[config.mk]
export PLATFORM = sky130hd
export DESIGN_NAME = data_mem_ctrl
export DESIGN_NICKNAME = d
export VERILOG_FILES = /design/src/rtl/mem_pkg.sv /design/src/rtl/load_extract.sv /design/src/rtl/data_mem_ctrl.sv
export SDC_FILE = /design/constraint.sdc
export NUM_CORES = 1
export LEC_CHECK = 0
export CAP_MARGIN = 10
export CORE_ASPECT_RATIO = 1.2
export CORE_MARGIN = 10
export CORE_UTILIZATION = 43
export DETAILED_ROUTE_END_ITERATION = 8
export PLACE_DENSITY = 0.79
export SLEW_MARGIN = 20
export SYNTH_ARGS = -nofsm -noshare
export SYNTH_HDL_FRONTEND = slang
export SYNTH_SLANG_ARGS = --single-unit
[constraint.sdc]
create_clock -name clk -period 2.7 [get_ports clk]
set_clock_uncertainty 0.1 [all_clocks]
set_input_delay 0.54 -clock clk [delete_from_list [all_inputs] [get_ports clk]]
set_output_delay 0.54 -clock clk [all_outputs]
set_load 0.05 [all_outputs]
[src/rtl/mem_pkg.sv]
// Shared constants for the CPU-to-RAM data memory bridge: RISC-V load/store
// funct3 codes, the RAM address region and the controller FSM encoding.
package mem_pkg;

    // Load/store width codes (funct3). Stores only use F3_B/F3_H/F3_W.
    localparam logic [2:0] F3_B  = 3'b000;
    localparam logic [2:0] F3_H  = 3'b001;
    localparam logic [2:0] F3_W  = 3'b010;
    localparam logic [2:0] F3_BU = 3'b100;
    localparam logic [2:0] F3_HU = 3'b101;

    // addr[31:29] value that selects the RAM.
    localparam logic [2:0] RAM_REGION = 3'b000;

    // Controller FSM encoding.
    localparam logic [1:0] ST_IDLE    = 2'd0;
    localparam logic [1:0] ST_RD_WAIT = 2'd1;
    localparam logic [1:0] ST_RD_DATA = 2'd2;
    localparam logic [1:0] ST_RESP    = 2'd3;

endpackage

[src/rtl/load_extract.sv]
// Combinational load formatter: picks the addressed byte/half/word out of a
// RAM word and sign- or zero-extends it to 32 bits.
module load_extract
    import mem_pkg::*;
(
    input  logic [31:0] word_i,
    input  logic [1:0]  offset_i,
    input  logic [2:0]  funct3_i,
    output logic [31:0] data_o
);

    logic [7:0]  byte_sel;
    logic [15:0] half_sel;

    // Lane select by byte offset, then extend according to funct3.
    always_comb begin
        case (offset_i)
            2'd0:    byte_sel = word_i[7:0];
            2'd1:    byte_sel = word_i[15:8];
            2'd2:    byte_sel = word_i[23:16];
            default: byte_sel = word_i[31:24];
        endcase
        half_sel = offset_i[1] ? word_i[31:16] : word_i[15:0];

        case (funct3_i)
            F3_B:    data_o = {{24{byte_sel[7]}}, byte_sel};
            F3_BU:   data_o = {24'h0, byte_sel};
            F3_H:    data_o = {{16{half_sel[15]}}, half_sel};
            F3_HU:   data_o = {16'h0, half_sel};
            default: data_o = word_i;
        endcase
    end

endmodule

[src/rtl/data_mem_ctrl.sv]
// Bridge between the CPU MEM stage and a word-addressed RAM with one cycle
// of registered read latency. Handles byte/half/word loads, read-modify-write
// for SB/SH, direct SW writes and reports misaligned/out-of-range accesses.
module data_mem_ctrl
    import mem_pkg::*;
#(
    parameter int unsigned ADDR_W = 8,
    parameter logic [2:0]  REGION = RAM_REGION
) (
    input  logic        clk,
    input  logic        reset,
    input  logic        req_valid,
    output logic        req_ready,
    input  logic        req_write,
    input  logic [2:0]  req_funct3,
    input  logic [31:0] req_addr,
    input  logic [31:0] req_wdata,
    output logic        resp_done,
    output logic [31:0] resp_rdata,
    output logic        resp_err,
    output logic [31:0] ram_address,
    output logic [31:0] ram_data_in,
    output logic        ram_write_enable,
    input  logic [31:0] ram_data_out
);

    logic [1:0]  state_q, state_d;
    logic        write_q, write_d;
    logic [2:0]  f3_q, f3_d;
    logic [1:0]  off_q, off_d;
    logic [15:0] wdata_q, wdata_d;
    logic        err_q, err_d;
    logic [31:0] rdata_q, rdata_d;
    logic [31:0] ram_addr_q, ram_addr_d;
    logic [31:0] ram_din_q, ram_din_d;
    logic        ram_we_q, ram_we_d;

    logic        region_bad, range_bad, misalign, f3_bad, req_err;
    logic [31:0] load_word;
    logic [31:0] merged;

    load_extract u_load_extract (
        .word_i   (ram_data_out),
        .offset_i (off_q),
        .funct3_i (f3_q),
        .data_o   (load_word)
    );

    // Classify the incoming request as legal or erroneous.
    always_comb begin
        region_bad = (req_addr[31:29] != REGION);
        range_bad  = |req_addr[31:ADDR_W+2];
        misalign   = (((req_funct3 == F3_H) || (req_funct3 == F3_HU)) && req_addr[0]) ||
                     ((req_funct3 == F3_W) && (req_addr[1:0] != 2'b00));
        if (req_write) begin
            f3_bad = !((req_funct3 == F3_B) || (req_funct3 == F3_H) || (req_funct3 == F3_W));
        end else begin
            f3_bad = !((req_funct3 == F3_B) || (req_funct3 == F3_H) || (req_funct3 == F3_W) ||
                       (req_funct3 == F3_BU) || (req_funct3 == F3_HU));
        end
        req_err = region_bad | range_bad | misalign | f3_bad;
    end

    // Splice the store byte/half into the word just read from RAM.
    always_comb begin
        merged = ram_data_out;
        if (f3_q == F3_H) begin
            if (off_q[1]) begin
                merged[31:16] = wdata_q;
            end else begin
                merged[15:0] = wdata_q;
            end
        end else begin
            case (off_q)
                2'd0:    merged[7:0]   = wdata_q[7:0];
                2'd1:    merged[15:8]  = wdata_q[7:0];
                2'd2:    merged[23:16] = wdata_q[7:0];
                default: merged[31:24] = wdata_q[7:0];
            endcase
        end
    end

    // FSM next-state and RAM/response register updates.
    always_comb begin
        state_d    = state_q;
        write_d    = write_q;
        f3_d       = f3_q;
        off_d      = off_q;
        wdata_d    = wdata_q;
        err_d      = err_q;
        rdata_d    = rdata_q;
        ram_addr_d = ram_addr_q;
        ram_din_d  = ram_din_q;
        ram_we_d   = ram_we_q;

        case (state_q)
            ST_IDLE: begin
                if (req_valid) begin
                    write_d = req_write;
                    f3_d    = req_funct3;
                    off_d   = req_addr[1:0];
                    wdata_d = req_wdata[15:0];
                    err_d   = req_err;
                    if (req_err) begin
                        rdata_d = 32'h0;
                        state_d = ST_RESP;
                    end else if (req_write && (req_funct3 == F3_W)) begin
                        ram_addr_d = 32'(req_addr[ADDR_W+1:2]);
                        ram_din_d  = req_wdata;
                        ram_we_d   = 1'b1;
                        state_d    = ST_RESP;
                    end else begin
                        ram_addr_d = 32'(req_addr[ADDR_W+1:2]);
                        ram_we_d   = 1'b0;
                        state_d    = ST_RD_WAIT;
                    end
                end
            end
            ST_RD_WAIT: begin
                state_d = ST_RD_DATA;
            end
            ST_RD_DATA: begin
                if (write_q) begin
                    ram_din_d = merged;
                    ram_we_d  = 1'b1;
                end else begin
                    rdata_d = load_word;
                end
                state_d = ST_RESP;
            end
            default: begin
                ram_we_d = 1'b0;
                state_d  = ST_IDLE;
            end
        endcase
    end

    // State registers; reset abandons any access and drops the write enable at once.
    always_ff @(posedge clk or negedge reset) begin
        if (!reset) begin
            state_q    <= ST_IDLE;
            write_q    <= 1'b0;
            f3_q       <= 3'b000;
            off_q      <= 2'b00;
            wdata_q    <= 16'h0;
            err_q      <= 1'b0;
            rdata_q    <= 32'h0;
            ram_addr_q <= 32'h0;
            ram_din_q  <= 32'h0;
            ram_we_q   <= 1'b0;
        end else begin
            state_q    <= state_d;
            write_q    <= write_d;
            f3_q       <= f3_d;
            off_q      <= off_d;
            wdata_q    <= wdata_d;
            err_q      <= err_d;
            rdata_q    <= rdata_d;
            ram_addr_q <= ram_addr_d;
            ram_din_q  <= ram_din_d;
            ram_we_q   <= ram_we_d;
        end
    end

    // Output decode.
    always_comb begin
        req_ready        = (state_q == ST_IDLE);
        resp_done        = (state_q == ST_RESP);
        resp_err         = resp_done & err_q;
        resp_rdata       = rdata_q;
        ram_address      = ram_addr_q;
        ram_data_in      = ram_din_q;
        ram_write_enable = ram_we_q;
    end

endmodule

* Word-level counts from Yosys, hierarchy flattened *
Cells that the tools add are included.

storage, ports and cells
  flip-flop bits (word level) = 98
  input bits = 103

operators by class
  equality and inequality tests = 18
  muxes and demuxes = 29
  bitwise logic cells = 6
  reductions and logical operators = 25

operators by type and width
  cell                                                              number
  32-bit two-way mux                                                8
  32-bit case mux with 2 select lines                               2
  32-bit case mux with 4 select lines                               1
  16-bit two-way mux                                                3
  8-bit two-way mux                                                 4
  8-bit case mux with 3 select lines                                1
  22-bit OR reduction                                               1
  3-bit == test (second input constant)                             4
  2-bit != test (second input constant)                             4
  4-bit AND reduction                                               2
  2-bit == test (second input constant)                             3
  3-bit by 1-bit == test with 1-bit output (second input constant)  2
  3-bit logical NOT                                                 2
  1-bit logical OR                                                  6
  2-bit two-way mux                                                 3
  2-bit case mux with 3 select lines                                1
  1-bit two-way mux                                                 5
  5-bit AND reduction                                               1
  2-bit by 1-bit == test with 1-bit output (second input constant)  2
  2-bit logical NOT                                                 2
  2-bit by 1-bit != test with 1-bit output (second input constant)  2
  2-bit nonzero test                                                2
  3-bit by 2-bit == test with 1-bit output (second input constant)  1
  1-bit logical AND                                                 3
  other kinds (9)                                                   13

* Depth between registers and ports, before layout *
Gate-level depths: netlist (run 1).

  word-level depth = 11
  depth in mapped cells = 9

* Cells and area by module *
Synthesis (run 1) repeated with hierarchy kept, for this count alone.

unflattened totals
  cell total of the unflattened synthesis = 612
  area, all modules = 6152.2 um^2

modules (own cells, without submodules)
  module         instances  cells each  area an instance (um^2)  sequential area each (um^2)
  data_mem_ctrl  1          479         5182.5                   2452.4
  load_extract   1          133         969.7                    0.0

* Least setup slack after synthesis (run 1) *
No wires, ideal clock.

  kind = register to register
  start point = register state_q[0]
  end point = register ram_din_q[0] (netlist: ram_data_in[0])
  setup time = 0.125 ns
  data arrival time = 2.705 ns
  required time = 2.475 ns
  path slack = -0.230 ns
  cell stages (with the launch flop) = 10
  path buffers = 3
  cell sequence = dfrtp_1 > inv_1 > ha_1 > buf_2 > nand2_1 > nor4_4 > a31o_1 > buf_6 > buf_12 > mux2_4

on the way
  word-level cells in the longest chain between the ends = 3
  elaborated cells between the ends (all ways) = 9

RTL lines
  element                                                                           RTL line              RTL
  start: declaration                                                                data_mem_ctrl.sv:27   logic [1:0] state_q, state_d;
  start signal: assignment                                                          data_mem_ctrl.sv:152  state_q <= state_d;
  2-bit logical NOT *                                                               --
  via req_ready                                                                     data_mem_ctrl.sv:13   output logic req_ready,
  2-bit by 1-bit != test with 1-bit output (no line), or another cell as far along  --
  5-bit AND reduction (no line)                                                     --
  end signal: assignment                                                            data_mem_ctrl.sv:160  ram_din_q <= ram_din_d;
  end: declaration                                                                  data_mem_ctrl.sv:35   logic [31:0] ram_din_q, ram_din_d;

Mark *: on every way through the listed nets, which the timed path passes. The rest lies on a longest branch.
A chain may end at the register's enable or synchronous reset.

* Worst setup path in the final report (run 1) *
  start point = register state_q[0]
  end point = output port req_ready

on the way
  word-level cells in the longest chain between the ends = 1

RTL lines
  element            RTL line              RTL
  2-bit logical NOT  data_mem_ctrl.sv:167  req_ready = (state_q == ST_IDLE);
  end: declaration   data_mem_ctrl.sv:13

No other way between the ends.

==> results of run 1 <==
[power groups by stage]
| stage | combinational [W] | sequential [W] | clock [W] |
|---|---|---|---|
| 4_1_cts | 0.00588 | 0.00248 | 0.00131 |
| 2_1_floorplan | 0.00289 | 0.00363 | 0 |
| 6_report | 0.00584 | 0.00248 | 0.00128 |
| 3_5_place_dp | 0.00586 | 0.00250 | 0 |
| 5_1_grt | 0.00623 | 0.00255 | 0.00139 |
| 3_3_place_gp | 0.00576 | 0.00248 | 0 |
[layer usage]
metal / vias to the layer above / share of wire, % / track usage (%)
met2: 184 / 49 / 31.02
met5: - / 0 / 0
li1: 2187 / - / -
met1: 2239 / 41 / 24.20
met3: 14 / 8.8 / 5.775
met4: 0 / 0.98 / 3.749
[synthesized netlist by cell type (all sizes together) (5+ instances only)]
cell / number
mux2: 70
a21oi: 39
a31oi: 7
o21ai: 25
mux2i: 57
nor2: 35
nand2b: 12
buf: 33
ha: 5
clkbuf: 21
nor4: 8
nand2: 28
o221ai: 23
inv: 43
dfrtp: 98
[cells by family after synthesis]
kind of cell	count (synthesis)	synth area share (%)
adder cells (fa/ha/maj)	5	1.118
AO/OA/AOI/OAI	104	11.81
flip-flops	98	43.83
other	1	0.06702
AND/OR/NAND/NOR	93	8.475
multiplexers	128	25.63
buffers and inverters	97	9.079
[worst register-to-register path, delay by kind of cell, from the launching register on]
family                 cells  cell delay [ns]
buffers and inverters      1             0.18
flip-flops                 1             0.56
AO/OA/AOI/OAI              3             0.41
multiplexers               2             0.86
[worst paths after layout]
check,from,to,slack (ns),depth (start not counted)
min reg2reg,err_q$_DFFE_PN0P_,err_q$_DFFE_PN0P_,0.40,2
min,reset,ram_data_in[13]$_DFFE_PN0P_,0.10,1
min in group clk,err_q$_DFFE_PN0P_,err_q$_DFFE_PN0P_,0.40,2
max,state_q[0]$_DFFE_PN0P_,req_ready,0.06,3
max in group asynchronous,reset,resp_rdata[1]$_DFFE_PN0P_,1.70,2
max reg2reg,off_q[1]$_DFFE_PN0P_,resp_rdata[18]$_DFFE_PN0P_,0.47,6
[sequential cells by signal, summed over array words and instances (netlist names)]
signal and count:
state_q 2, wdata_q 16, off_q 2, resp_rdata 32, ram_write_enable 1, err_q 1, f3_q 3, ram_data_in 32
ram_address 8, write_q 1
[per-stage QoR]
stage | TNS (ns) | area (um^2) | worst slack (ns)
finish | 0 | 7909 | 0.05864
floorplan | 0 | 5694 | 0.09116
detailed placement | -5.363 | 7614 | -0.1477
CTS | 0 | 7909 | 0.05014
global route | 0 | 7909 | 0.002407
global placement | -0.6693 | 7614 | -0.05418
[area by class of cell]
type	count	area [um^2]
sequential	98	2452
fill	1061	4816
tap	164	205.2
inverter	43	161.4
clock inverter	7	70.07
clock buffer	9	225.2
timing repair buffer	207	2047
multi-input combinational	354	2748
==> flow_summary.json, run 1 <==
{
  "ir_drop_mv": 0.7882,
  "cp.arrival_ns": 2.00,
  "path_clk_slew_ns": 0.07,
  "synth-seq-area-share_pct": 43.83,
  "synthTopCellsByArea": "dfrtp_1 (44%), mux2_2 (11%), mux2i_1 (10%)",
  "grt_pass1_wl_um": 27140,
  "instances_no_fill": 882,
  "synth.top_cell.area_share_pct": 43.83,
  "tightest_slew_ns": 0.6343,
  "end_kind": "output pin",
  "initial_utilization_pct": 43.97,
  "cts_hold_buffers": 0,
  "drtIter0Drc": 343,
  "slew-limit-headroom_pct": 57.63,
  "drv_cap": 0,
  "synth-edff-count": 0,
  "via_count": 4624,
  "synth_area_leader_cell": "dfrtp_1",
  "comb_power_share_pct": 60.8,
  "cts_tree": "done",
  "antenna_found_initial": 0,
  "wl_per_cell_um": 19.91,
  "crit_required_ns": 2.06,
  "rsz0062_at_grt": "false",
  "cpPeakStageDelay_ns": 0.84,
  "period_share_pct": 97.83,
  "layout_commonest_cell": "clkdlybuf4s50_1",
  "power_w": 0.009610,
  "antenna_left": 0,
  "io_buffers": 178,
  "numCtsBuffers": 9,
  "avgSynthCellArea_um2": 10.64,
  "cellPowerDensity_nw_per_um2": 1215,
  "cts_setup_buffers": 0,
  "grt_overflow": 0,
  "htreeDepth": 3,
  "final_core_util_pct": 62.15,
  "die_w_um": 124.1,
  "antenna_cells": 0,
  "gp_congestion": 0.8605,
  "cp_cell_sequence": "inv_1 -> ha_4 -> clkdlybuf4s50_1",
  "fin_nets": 821,
  "rows": 45,
  "syn2layout_area_growth_pct": 41.35,
  "grt_max_degree": 55,
  "ys_ff_latch": 98,
  "drc_errors": 0,
  "synth_cell_type_count": 42,
  "clock_latency_ns": 0.35,
  "chipHeight_um": 145.0,
  "setup-violations-final": 0,
  "synthesis.area_um2": 5595,
  "internal-power_w": 0.005158,
  "seq_power_share_pct": 25.8,
  "first_pass_iters": 5,
  "drive_gt1_share_pct": 17.83,
  "finalHoldViolCount": 0,
  "crit_type": "reg2out",
  "dp.cells": 866,
  "power.switching_w": 0.004452,
  "final.min_clock_period_ns": 2.641,
  "io_pins": 203,
  "startpoint_type": "flip-flop",
  "cpLargestDelayFamily": "buffers and inverters",
  "path_max_fanout": 9,
  "clockBufferDepth": 2,
  "yosysWarnings": 0,
  "cp_num_buf_inv": 2,
  "cts_root_buffer": "clkbuf_16",
  "p_clk_share_pct": 13.3,
  "slew_viol_final": 0,
  "design.core.area_um2": 12720,
  "synth_flop_cell": "dfrtp_1",
  "grt.total_usage_pct": 19.04,
  "dieArea_um2": 17990,
  "status": "completed",
  "p_sw_share_pct": 46.33,
  "grt_pass1_vias": 4828,
  "leakagePower_nw": 3.475,
  "hold_path_class": "in2async",
  "clock-sinks": 98,
  "ctsResizeCount": 0,
  "avgViaCountPerCell": 5.243,
  "whs_ns": 0.1000,
  "critPathSlowestCell": "clkdlybuf4s50_1",
  "wl_um": 17560,
  "max_freq_mhz": 378.6,
  "dp_hpwl_um": 13920,
  "synth-async-reset-ratio_pct": 100.0,
  "postSynthCellCount": 526,
  "final_cell_mix": "clkdlybuf4s50_1 (177), dfrtp_1 (98), mux2i_1 (57)"
}
Power figures use the tool's default switching activity.
==> run 2, diff against run 1 <==
Settings changed: CORE_ASPECT_RATIO 1.2 to 1.4.
Clock period 2.7 ns to 2.86 ns, I/O delays scaled along.
==> flow_summary.json, run 2 (synthesis gave the netlist of run 1 again) <==
{
  "cp.arrival_ns": 2.04,
  "hold_path_class": "in2async",
  "final_core_util_pct": 61.13,
  "antenna_left": 0,
  "antenna_found_initial": 1,
  "tightest_slew_ns": 0.5851,
  "io_buffers": 178,
  "final.min_clock_period_ns": 2.716,
  "critPathSlowestCell": "clkdlybuf4s50_1",
  "rows": 49,
  "startpoint_type": "flip-flop",
  "grt.total_usage_pct": 19.88,
  "cpPeakStageDelay_ns": 0.86,
  "crit_type": "reg2out",
  "die_w_um": 116.4,
  "fin_ws_ns": 0.1443,
  "rsz0062_at_grt": "false",
  "design.core.area_um2": 12810,
  "clock-sinks": 98,
  "gp_congestion": 0.8701,
  "path_clk_slew_ns": 0.07,
  "dieArea_um2": 18040,
  "fin_nets": 812,
  "slew_viol_final": 0,
  "grt_pass1_wl_um": 28010,
  "drtIter0Drc": 315,
  "dp_hpwl_um": 14300,
  "chipHeight_um": 155.0,
  "cellPowerDensity_nw_per_um2": 1162,
  "drv_cap": 0,
  "layout_commonest_cell": "clkdlybuf4s50_1",
  "crit_required_ns": 2.19,
  "cts_root_buffer": "clkbuf_16",
  "finalInstanceArea_um2": 7833,
  "numCtsBuffers": 9,
  "cts_hold_buffers": 0,
  "m1WireLength_um": 6757,
  "ctsResizeCount": 0,
  "max_freq_mhz": 368.2,
  "wl_per_cell_um": 20.98,
  "fill_cells": 1071,
  "finalHoldViolCount": 0,
  "path_max_fanout": 9,
  "final_cell_mix": "clkdlybuf4s50_1 (177), dfrtp_1 (98), mux2i_1 (57)",
  "via_count": 4737,
  "grt_max_degree": 99,
  "initial_utilization_pct": 43.67,
  "cts_tree": "done",
  "top_layer": "met4",
  "drc_errors": 0,
  "dr_wl_met2_um": 9213,
  "clockBufferDepth": 2,
  "setup-violations-final": 0,
  "clock_latency_ns": 0.34,
  "place_area_um2": 7510,
  "first_pass_iters": 7,
  "end_kind": "output pin",
  "ir_drop_mv": 0.8041,
  "drive_gt1_share_pct": 16.64,
  "avgViaCountPerCell": 5.489,
  "syn2layout_area_growth_pct": 39.98,
  "wl_met3_um": 1484,
  "wl_um": 18100,
  "io_pins": 203,
  "grt_overflow": 0,
  "htreeDepth": 3,
  "cp_cell_sequence": "inv_1 -> ha_2 -> clkdlybuf4s50_1",
  "period_share_pct": 94.95,
  "status": "completed",
  "leakagePower_nw": 3.427,
  "slew-limit-headroom_pct": 61.00,
  "place_ws_ns": -0.004905,
  "cts_setup_buffers": 0,
  "grt_pass1_vias": 5059
}
-- run 2: per-layer routing --
layer,vias up,global-route usage [%]
li1,2166,-
met1,2293,22.17
met2,233,34.47
met3,45,4.734
met4,0,9.325
met5,-,0
-- run 2: worst paths after layout --
| path | startpoint | to | slack (ns) | cells after the start |
|---|---|---|---|---|
| max | state_q[1]$_DFFE_PN0P_ | req_ready | 0.14 | 3 |
| min | reset | resp_rdata[16]$_DFFE_PN0P_ | 0.18 | 2 |
| max reg2reg | state_q[1]$_DFFE_PN0P_ | ram_data_in[5]$_DFFE_PN0P_ | 0.56 | 7 |
| min reg2reg | ram_address[5]$_DFFE_PN0P_ | ram_address[5]$_DFFE_PN0P_ | 0.41 | 1 |
| max in group asynchronous | reset | wdata_q[4]$_DFFE_PN0P_ | 2.08 | 2 |
| min in group clk | ram_address[5]$_DFFE_PN0P_ | ram_address[5]$_DFFE_PN0P_ | 0.41 | 1 |
-- run 2: power breakdown --
part,internal [W],switching [W]
Combinational,0.00220,0.00326
Sequential,0.00192,0.000427
Clock,0.000768,0.000519
Total,0.00489,0.00420
-- run 2: critical path, delay by kind of cell (launching register included) --
| kind | cells | cell delay, ns |
|---|---|---|
| buf+inv | 2 | 0.97 |
| flops | 1 | 0.44 |
| fa+ha+maj | 1 | 0.29 |
-- run 2: per-stage QoR --
step	cells	setup TNS, ns	power (W)	hold WS (ns)
floorplan	549	0	0.006137	0.1764
global placement	846	0	0.007682	0.3753
detailed placement	846	-0.004905	0.007822	0.3956
CTS	862	0	0.009147	0.2051
global route	863	0	0.009593	0.2251
finish	863	0	0.009099	0.1781
-- run 2: final cells by class --
type	count	area [um^2]	share of cell area [%]
flip-flops and latches	98	2452	31.31
repair buffers	198	1967	25.11
well taps	153	191.4	2.444
clock buffers	10	229.0	2.923
diodes	1	2.502	0.03195
inverters	43	161.4	2.061
clock inverters	6	91.34	1.166
multi-input cells	354	2738	34.95
